`src/rtl/crop_norm_pkg.sv`:
```
// Shared types and width helpers for the crop/normalise path.
package crop_norm_pkg;

  typedef enum logic [2:0] {IDLE, CAPTURE, RECIP, EMIT, DONE} state_t;
  typedef enum logic {NORM_MAX, NORM_MINMAX} mode_t;

  function automatic int unsigned cnt_w(input int unsigned n);
    return (n > 1) ? $clog2(n) : 1;
  endfunction

  function automatic int unsigned prod_w(input int unsigned pix_w, input int unsigned out_w,
                                         input int unsigned frac_w);
    return pix_w + out_w + frac_w;
  endfunction

endpackage

```
`src/rtl/crop_norm_minmax_recip_divider.sv`:
```
// Restoring divider producing ceil(K*2^FRAC_W / den); den = 0 yields 0.
module recip_divider
  import crop_norm_pkg::*;
#(
  parameter int unsigned DEN_W  = 8,
  parameter int unsigned OUT_W  = 8,
  parameter int unsigned FRAC_W = 16
) (
  input  logic                      clk,
  input  logic                      reset,
  input  logic                      start,
  input  logic [DEN_W-1:0]          den,
  output logic                      busy,
  output logic                      done,
  output logic [OUT_W+FRAC_W-1:0]   recip
);
  localparam int unsigned QW    = OUT_W + FRAC_W;
  localparam int unsigned CNT_W = cnt_w(QW);

  logic [DEN_W-1:0] den_m1;
  logic [QW:0]      numer;
  logic [QW-1:0]    num, q;
  logic [DEN_W-1:0] rem, den_q;
  logic [CNT_W-1:0] cnt;
  logic             zero;
  logic [DEN_W:0]   trial, diff;
  logic             ge;
  logic             unused_ok;

  assign den_m1 = den - DEN_W'(1);
  assign numer  = {1'b0, {OUT_W{1'b1}}, {FRAC_W{1'b0}}} + (QW+1)'(den_m1);

  // The quotient always fits in QW bits, so the numerator MSB is pre-loaded
  // into the remainder and only QW iterations are needed.
  assign trial = {rem, num[QW-1]};
  assign ge    = trial >= {1'b0, den_q};
  assign diff  = trial - {1'b0, den_q};
  assign recip = zero ? '0 : q;
  assign unused_ok = diff[DEN_W];

  always_ff @(posedge clk or negedge reset) begin
    if (!reset) begin
      num   <= '0;
      q     <= '0;
      rem   <= '0;
      den_q <= '0;
      cnt   <= '0;
      zero  <= 1'b0;
      busy  <= 1'b0;
      done  <= 1'b0;
    end else begin
      done <= 1'b0;
      if (start && !busy) begin
        num   <= numer[QW-1:0];
        rem   <= DEN_W'(numer[QW]);
        q     <= '0;
        den_q <= den;
        zero  <= (den == '0);
        cnt   <= '0;
        busy  <= 1'b1;
      end else if (busy) begin
        num <= {num[QW-2:0], 1'b0};
        q   <= {q[QW-2:0], ge};
        rem <= ge ? diff[DEN_W-1:0] : trial[DEN_W-1:0];
        if (cnt == CNT_W'(QW - 1)) begin
          busy <= 1'b0;
          done <= 1'b1;
        end else begin
          cnt <= cnt + 1'b1;
        end
      end
    end
  end

endmodule

```
`src/rtl/crop_norm_minmax.sv`:
```
// Frame capture, crop-window buffering and max / min-max normalised streaming.
module crop_norm_minmax
  import crop_norm_pkg::*;
#(
  parameter int unsigned IN_ROWS  = 20,
  parameter int unsigned IN_COLS  = 20,
  parameter int unsigned OUT_ROWS = 10,
  parameter int unsigned OUT_COLS = 10,
  parameter int unsigned PIXEL_W  = 8,
  parameter int unsigned OUT_W    = 8,
  parameter int unsigned FRAC_W   = 16
) (
  input  logic                        clk,
  input  logic                        reset,
  input  logic                        ap_start,
  output logic                        ap_ready,
  output logic                        ap_done,
  output logic                        ap_idle,
  input  logic                        norm_mode,
  input  logic [$clog2(IN_COLS)-1:0]  crop_x0,
  input  logic [$clog2(IN_ROWS)-1:0]  crop_y0,
  input  logic                        s_axis_tvalid,
  output logic                        s_axis_tready,
  input  logic [PIXEL_W-1:0]          s_axis_tdata,
  output logic                        m_axis_tvalid,
  input  logic                        m_axis_tready,
  output logic [OUT_W-1:0]            m_axis_tdata,
  output logic                        m_axis_tlast
);
  localparam int unsigned CW   = $clog2(IN_COLS);
  localparam int unsigned RW   = $clog2(IN_ROWS);
  localparam int unsigned NPIX = OUT_ROWS * OUT_COLS;
  localparam int unsigned AW   = cnt_w(NPIX);
  localparam int unsigned QW   = OUT_W + FRAC_W;
  localparam int unsigned PW   = prod_w(PIXEL_W, OUT_W, FRAC_W);
  localparam logic [CW-1:0]    X_MAX = CW'(IN_COLS - OUT_COLS);
  localparam logic [RW-1:0]    Y_MAX = RW'(IN_ROWS - OUT_ROWS);
  localparam logic [OUT_W-1:0] K     = '1;

  state_t state, state_n;
  mode_t  mode;

  logic [CW-1:0]      x0, col;
  logic [RW-1:0]      y0, row;
  logic [CW:0]        col_rel;
  logic [RW:0]        row_rel;
  logic               in_win, last_in, s_hs, m_hs, adv, issue;
  logic [PIXEL_W-1:0] pmax, pmin, den, off, rd_data;
  logic [AW-1:0]      wr_addr;
  logic [AW:0]        rd_cnt;
  logic               div_go, div_done, div_busy;
  logic [QW-1:0]      div_q, recip;
  logic               v1, v2, l1, l2;
  logic [PW-1:0]      prod;
  logic [PIXEL_W+OUT_W-1:0] scaled;
  logic [OUT_W-1:0]   sat;
  logic               unused_ok;
  logic [PIXEL_W-1:0] mem [NPIX];

  assign col_rel = {1'b0, col} - {1'b0, x0};
  assign row_rel = {1'b0, row} - {1'b0, y0};
  assign in_win  = (col >= x0) && (col_rel < (CW+1)'(OUT_COLS)) &&
                   (row >= y0) && (row_rel < (RW+1)'(OUT_ROWS));
  assign last_in = (row == RW'(IN_ROWS - 1)) && (col == CW'(IN_COLS - 1));
  assign s_hs    = s_axis_tvalid && s_axis_tready;
  assign m_hs    = m_axis_tvalid && m_axis_tready;
  assign adv     = !m_axis_tvalid || m_axis_tready;
  assign issue   = (state == EMIT) && (rd_cnt != (AW+1)'(NPIX));
  assign den     = (mode == NORM_MINMAX) ? pmax - pmin : pmax;
  assign off     = rd_data - ((mode == NORM_MINMAX) ? pmin : '0);
  assign scaled  = prod[PW-1:FRAC_W];
  assign sat     = (scaled > (PIXEL_W+OUT_W)'(K)) ? K : scaled[OUT_W-1:0];
  assign unused_ok = ^{prod[FRAC_W-1:0], div_busy};

  recip_divider #(
    .DEN_W  (PIXEL_W),
    .OUT_W  (OUT_W),
    .FRAC_W (FRAC_W)
  ) u_div (
    .clk   (clk),
    .reset (reset),
    .start (div_go),
    .den   (den),
    .busy  (div_busy),
    .done  (div_done),
    .recip (div_q)
  );

  always_ff @(posedge clk or negedge reset) begin
    if (!reset) state <= IDLE;
    else        state <= state_n;
  end

  always_comb begin
    state_n       = state;
    ap_ready      = 1'b0;
    ap_idle       = 1'b0;
    ap_done       = 1'b0;
    s_axis_tready = 1'b0;
    unique case (state)
      IDLE: begin
        ap_ready = 1'b1;
        ap_idle  = 1'b1;
        if (ap_start) state_n = CAPTURE;
      end
      CAPTURE: begin
        s_axis_tready = 1'b1;
        if (s_axis_tvalid && last_in) state_n = RECIP;
      end
      RECIP:   if (div_done) state_n = EMIT;
      EMIT:    if (m_hs && m_axis_tlast) state_n = DONE;
      DONE: begin
        ap_done = 1'b1;
        state_n = IDLE;
      end
      default: state_n = IDLE;
    endcase
  end

  // Window buffer: pixels arrive in raster order, so window addresses are sequential.
  always_ff @(posedge clk) begin
    if (s_hs && in_win) mem[wr_addr] <= s_axis_tdata;
    if (adv && issue)   rd_data <= mem[rd_cnt[AW-1:0]];
  end

  always_ff @(posedge clk or negedge reset) begin
    if (!reset) begin
      mode          <= NORM_MAX;
      x0            <= '0;
      y0            <= '0;
      row           <= '0;
      col           <= '0;
      wr_addr       <= '0;
      rd_cnt        <= '0;
      pmax          <= '0;
      pmin          <= '1;
      div_go        <= 1'b0;
      recip         <= '0;
      v1            <= 1'b0;
      v2            <= 1'b0;
      l1            <= 1'b0;
      l2            <= 1'b0;
      prod          <= '0;
      m_axis_tvalid <= 1'b0;
      m_axis_tlast  <= 1'b0;
      m_axis_tdata  <= '0;
    end else begin
      div_go <= 1'b0;
      if (state == IDLE && ap_start) begin
        mode    <= norm_mode ? NORM_MINMAX : NORM_MAX;
        x0      <= (crop_x0 > X_MAX) ? X_MAX : crop_x0;
        y0      <= (crop_y0 > Y_MAX) ? Y_MAX : crop_y0;
        row     <= '0;
        col     <= '0;
        wr_addr <= '0;
        rd_cnt  <= '0;
        pmax    <= '0;
        pmin    <= '1;
      end
      if (s_hs) begin
        if (col == CW'(IN_COLS - 1)) begin
          col <= '0;
          row <= row + 1'b1;
        end else begin
          col <= col + 1'b1;
        end
        if (in_win) begin
          wr_addr <= wr_addr + 1'b1;
          if (s_axis_tdata > pmax) pmax <= s_axis_tdata;
          if (s_axis_tdata < pmin) pmin <= s_axis_tdata;
        end
        if (last_in) div_go <= 1'b1;
      end
      if (div_done) recip <= div_q;
      // Read, multiply and output stages all stall together under backpressure.
      if (adv) begin
        v1 <= issue;
        l1 <= issue && (rd_cnt == (AW+1)'(NPIX - 1));
        if (issue) rd_cnt <= rd_cnt + 1'b1;
        v2   <= v1;
        l2   <= l1;
        prod <= PW'(off) * PW'(recip);
        m_axis_tvalid <= v2;
        m_axis_tlast  <= l2;
        if (v2) m_axis_tdata <= sat;
      end
    end
  end

endmodule

```
`config.mk`:
```
export PLATFORM = sky130hd
export DESIGN_NAME = crop_norm_minmax
export DESIGN_NICKNAME = d
export VERILOG_FILES = /design/src/rtl/crop_norm_pkg.sv /design/src/rtl/crop_norm_minmax_recip_divider.sv /design/src/rtl/crop_norm_minmax.sv
export SDC_FILE = /design/constraint.sdc
export NUM_CORES = 2
export LEC_CHECK = 0
export ABC_AREA = 1
export BUFFER_PORTS_ARGS = -buffer_cell sky130_fd_sc_hd__buf_2
export CAP_MARGIN = 20
export CORE_UTILIZATION = 40
export DETAILED_ROUTE_END_ITERATION = 16
export SLEW_MARGIN = 20
export SYNTH_ARGS = -nofsm -noshare
export SYNTH_HDL_FRONTEND = slang
export SYNTH_SLANG_ARGS = --single-unit
export TNS_END_PERCENT = 20
```
`constraint.sdc`:
```
create_clock -name clk -period 13.8 [get_ports clk]
set_clock_uncertainty 0.2 [all_clocks]
set_input_delay 2.76 -clock clk [delete_from_list [all_inputs] [get_ports clk]]
set_output_delay 2.76 -clock clk [all_outputs]
set_load 0.01 [all_outputs]
```
After elaboration in Yosys (flattened, before gate mapping)
Memories as Yosys holds them, arrays and structs flattened. A register that Yosys moved wholly into a read port is not among the register bits.
Index checks and enable logic that the tools add are counted.
{"block": "totals", "ff_bits": 198, "ramBits": 800, "in_bits": 24, "output_inout_bits": 14, "memories": 1}
{"block": "op_classes", "add_sub_neg": 12, "mul": 1, "n_lt_le_gt_ge": 10, "n_eq_ne": 14, "n_mux": 55, "reduce_logical": 24}
{"memory": "mem", "depth": 100, "word_bits": 8, "rd": 1, "rd_ports_with_merged_regs": 1, "write_ports": 1, "line": "crop_norm_minmax.sv:58", "source": "logic [PIXEL_W-1:0] mem [NPIX];"}
{"operator": "$mux 8", "count": 17}
{"operator": "$mux 24", "count": 5}
{"operator": "$mux 5", "count": 11}
{"operator": "$mul 8x24->32", "count": 1}
{"operator": "$add 24x8->25 const A", "count": 1}
{"operator": "$sub 8x8->8", "count": 3}
{"operator": "$mux 7", "count": 3}
{"operator": "$gt 16x8->1 const B", "count": 1}
{"operator": "$add 5x1->5 const B", "count": 3}
{"operator": "$eq 5x5->1 const B", "count": 3}
{"operator": "$logic_and 1x1->1", "count": 14}
{"operator": "$mux 1", "count": 14}
{"operator": "$lt 6x4->1 const B", "count": 2}
{"operator": "$mux 3", "count": 4}
{"operator": "$pmux 3 s4", "count": 1}
{"operator": "$sub 5x5->6", "count": 2}
{"operator": "$ge 5x5->1", "count": 2}
{"operator": "$gt 5x4->1 const B", "count": 2}
{"operator": "$ge 9x8->1", "count": 1}
{"operator": "$add 8x1->8 const B", "count": 1}
{"operator": "$eq 8x7->1 const B", "count": 1}
{"operator": "$gt 8x8->1", "count": 1}
{"operator": "$logic_not 8->1", "count": 1}
{"operator": "$lt 8x8->1", "count": 1}
{"operator": "14 further kinds", "count": 21}

Longest topological paths before layout
{"block": "depth", "word_depth": 8, "depth_mapped": 35}

Hierarchy
A second synthesis with hierarchy kept.
{"block": "hier_totals", "cells_unflattened": 4913, "area_unflattened_um2": 48656.7}
{"module": "crop_norm_minmax", "instances": 1, "cells_per_inst": 4490, "area_each_um2": 45082.0, "seq_area_each_um2": 27025.9}
{"module": "recip_divider", "instances": 1, "cells_per_inst": 423, "area_each_um2": 3574.7, "seq_area_each_um2": 1801.7}

Worst setup path after synthesis
OpenSTA, ideal clock, no wires.
{"block": "synth_path", "path_type": "flip-flop to flip-flop", "from": "reg mode", "to": "reg prod[22]", "setup_ps": 118, "arrival_time_ps": 5717, "setup_slack_ps": 7765, "path_stages_with_launch": 32, "cell_sequence": "dfrtp_1 -> buf_4 -> clkbuf_1 -> nand2_1 -> inv_1 -> ha_1 -> inv_1 -> fa_1 -> a21oi_1 -> o21ai_0 -> nand2_1 -> nand2_1 -> a21oi_1 -> xor2_1 -> buf_2 -> nor2_1 -> fa_1 -> fa_1 -> fa_1 -> inv_1 -> fa_1 -> inv_1 -> ha_1 -> nand2_1 -> inv_1 -> a21oi_1 -> nor2_1 -> o21ai_0 -> nand3_1 -> or2_2 -> nand3_1 -> nand2_1"}
{"block": "synth_via", "elab_chain_cells": 3}
{"item": "from (decl)", "line": "crop_norm_minmax.sv:41", "source": "mode_t mode;"}
{"item": "from (signal assigned)", "line": "crop_norm_minmax.sv:150", "source": "mode <= norm_mode ? NORM_MINMAX : NORM_MAX;"}
{"item": "$mux 8", "line": "crop_norm_minmax.sv:70", "source": "assign off = rd_data - ((mode == NORM_MINMAX) ? pmin : '0);"}
{"item": "$sub 8x8->8", "line": "crop_norm_minmax.sv:70"}
{"item": "$mul 8x24->32", "line": "crop_norm_minmax.sv:182", "source": "prod <= PW'(off) * PW'(recip);"}
{"item": "to (signal assigned)", "line": "crop_norm_minmax.sv:182"}
{"item": "to (decl)", "line": "crop_norm_minmax.sv:54", "source": "logic [PW-1:0] prod;"}
Every way passes these cells.
A chain may end at the register's enable or synchronous reset.

Final worst setup path
Ends and elaborated chain as after synthesis.

==> flow_metrics.tcl <==
set metrics [dict create \
    synthesized_instance_count 4889 \
    startpoint_type "register" \
    worstHoldEndpoint "y0[4]" \
    run_status "finished clean" \
    power.density_cell_area_nw_per_um2 164.2 \
    r2r.worst_path.cells 30 \
    die-width_microns 350.7 \
    yosys.area.top_type "edfxtp_1" \
    synth_cell_types 53 \
    design.portCount 38 \
    clock_tree.buffer_depth 3 \
    timing.reg2reg.setup_slack_ns 6.91 \
    data_required_time_of_the_worst_path_ns 14.14 \
    post-route-drc-count 0 \
    drt_pre_antenna_iters 8 \
    rsz_0062_raised_after_global_routing "no" \
    hold_violations 0 \
    grtUsageTotal_pct 20.33 \
    hpwl_microns 78450 \
    initial_utilization_pct 40.43 \
    timing.rr.end "prod[22]" \
    max_slew_margin_pct 25.91 \
    timing.final.crit_period_ns 6.889 \
    clock_tree.htree_level_count 3 \
    depth_of_the_worst_hold_timing_path 2 \
    cts_sinks 990 \
    num_antenna_cells 0 \
    synth_common_cells "1021 x nor2_1, 954 x nand2_1, 808 x edfxtp_1, 466 x o21ai_0, 420 x inv_1" \
    min_period_over_period_pct 49.92 \
    postSynthNetCount 5153 \
    root_buf_cell "clkbuf_16" \
    area.sequential_sq_um 28840 \
    global_route.overflow_total 0 \
    hold_class "register to register" \
    holdBufCountCts 0 \
    synth_area_per_cell_sq_um 9.946 \
    final_weighted_congestion_in_routability_driven_placement 0.8838 \
    dieHeight_microns 350.7 \
    core_sq_um 120300 \
    grt_pass1_vias 32997 \
    yosys-top-cells-area "edfxtp_1 50%, dfrtp_1 9.0%, nor2_1 7.9%" \
    crit_path_max_fanout 23 \
    synthesis.yosys.warnings 0 \
    placementRows 127 \
    number_of_synthesized_flops_with_an_enable_pin 808 \
    drv.max_cap_violation_count 0 \
    syn_to_final_growth_pct 10.52 \
    postSynth.asyncResetShare_pct 18.38 \
    cts_post_setup_buffers_inserted 0 \
    totalWireLength_microns 125100 \
    dr_total_vias 33949 \
    grt_antenna_before_repair 0 \
    hp-start "y0[4]" \
    nature_of_the_critical_path_endpoint "register" \
    drtIter0Drc 2917 \
    crit_path_max_incr_delay_ns 0.67 \
    grt_first_pass_wirelength_microns 193900 \
    io_buffers 37 \
    yosysSeqAreaShare_pct 59.28 \
    detailedPlace.worstSlack_ns 6.734 \
    synth_most_common_cell "nor2_1" \
    proportion_of_layout_cells_with_a_drive_suffix_above_1_pct 5.681 \
    drt-wirelength-per-cell_microns 19.07 \
    die-area_sq_um 123000 \
    clk_pin_slew_ns 0.06 \
    layout.filler_cells 11398 \
    multiInputGateArea_sq_um 17280 \
    cts-resized-gates 0 \
    finalNetCount 5120 \
    synth.cell_area_sq_um 48630 \
    synth-seq-cells 990 \
    routed_via_density 5.177 \
    drtAntennaViolNets 0 \
    vdd.ir_drop.worst_mv 0.1251 \
    tritoncts "yes" \
    cts_buffers 104 \
    timing_worst_setup_path_type "register to register" \
    worst_path_max_delay_cell "dfrtp_1" \
    fmax_mhz 145.2 \
    arrival_time_of_data_at_the_critical_path_endpoint_ns 7.23 \
    slew_violations 0 \
    clk_latency_ns 0.73 \
    cellLeakagePower_nw 21.54 \
    tightest_slew_ns 1.111 \
    critical-path-top-cell-by-count "nand2_1" \
    synth-main-ff-cell "edfxtp_1" \
    total_power_consumption_of_the_routed_design_mw 8.824 \
    grt_start_max_net_pins 171 \
    fin_ws_ns 6.911 \
    final.setup.tns_ns 0 \
    post-synth-top-area-fraction_pct 49.90 \
    final-setup-viol-count 0 \
    regToRegStartpoint "mode" \
]
cell usage in the layout, fill, tap and decap left out, drive strengths merged, types with 2 or more instances in the layout:
cell | Yosys | layout
a211o | 2 | 2
a21o | 3 | 3
a21oi | 118 | 118
a22oi | 15 | 15
a31oi | 3 | 3
and2 | 2 | 2
buf | 107 | 74
bufinv | 0 | 8
clkbuf | 107 | 141
clkinv | 5 | 41
clkinvlp | 0 | 7
dfrtp | 174 | 174
dfstp | 8 | 8
edfxtp | 808 | 808
fa | 136 | 136
ha | 104 | 104
inv | 424 | 429
nand2 | 956 | 956
nand3 | 173 | 173
nand3b | 7 | 7
nand4 | 29 | 29
nor2 | 1029 | 1029
nor3 | 29 | 29
nor3b | 2 | 2
nor4 | 6 | 6
o211ai | 3 | 3
o21a | 4 | 4
o21ai | 485 | 485
o21bai | 3 | 3
o22ai | 101 | 101
or2 | 7 | 7
xnor2 | 8 | 8
xor2 | 22 | 22
worst max-delay path: cells and delay by family, from the launching register on:
family	cells	cell delay, ns
adders and majority gates	7	2.75
and+or+nand+nor	11	1.10
AOI/OAI and AO/OA	5	0.94
DFF	1	0.67
xor gates and xnor gates	1	0.58
buffers and inverters	6	0.45
where the power goes:
part	internal (mW)	switching [mW]
Sequential	3.32	0.0916
Clock	1.62	1.21
Combinational	0.687	1.90
Total	5.63	3.20
area by class of cell:
| cell class | instances | share of cell area (%) |
|---|---|---|
| timing repair buffer | 75 | 0.9755 |
| clock inverter | 56 | 1.131 |
| clock buffer | 140 | 5.320 |
| multi-input combinational | 3256 | 32.15 |
| tap | 1612 | 3.753 |
| inverter | 429 | 3.020 |
| sequential | 990 | 53.65 |
registers in the layout (all words and copies together) (netlist names), 7 cells and up:
register / count
pmin: 8
rd_data: 8
u_div.q: 24
rd_cnt: 8
m_axis_tdata: 8
u_div.num: 24
u_div.rem: 8
mem: 800
recip: 24
pmax: 8
wr_addr: 7
prod: 16
u_div.den_q: 8
per-stage QoR:
stage	cells	utilization (%)	hold slack (ns)	cell area, sq um
after floorplan	4889	-	0.2361	48630
after global placement	6362	41.77	0.2496	50250
after detailed placement	6362	41.77	0.2529	50250
after CTS	6558	44.66	0.2697	53720
after global routing	6558	44.68	0.2837	53740
final	6558	44.68	0.2653	53740
worst max-delay path by stage:
stage | startpoint | end | slack [ns] | depth (start not counted)
global route | mode | prod[22] | 6.35 | 30
finish | mode | prod[22] | 6.91 | 30
CTS | mode | prod[22] | 6.65 | 30
detailed placement | mode | prod[22] | 6.73 | 30
floorplan | mode | prod[22] | 7.76 | 31
global placement | mode | prod[22] | 6.79 | 30
cells by family after synthesis:
kind of cell	Yosys count	share of synthesized area, %
AND/OR/NAND/NOR	2240	18.37
buffers and inverters	643	5.349
AO/OA/AOI/OAI	746	8.180
flip-flops	990	59.28
adder cells (fa/ha/maj)	240	8.275
XOR/XNOR	30	0.5403
layer usage:
layer / vias to the layer above / wire [microns] / GRT usage (%)
li1: 16244 / - / -
met1: 16561 / 54450 / 27.22
met2: 944 / 60720 / 34.42
met3: 200 / 6250 / 2.274
met4: 0 / 3669 / 6.657
met5: - / 0 / 0
(Power assumes the default switching activity.)
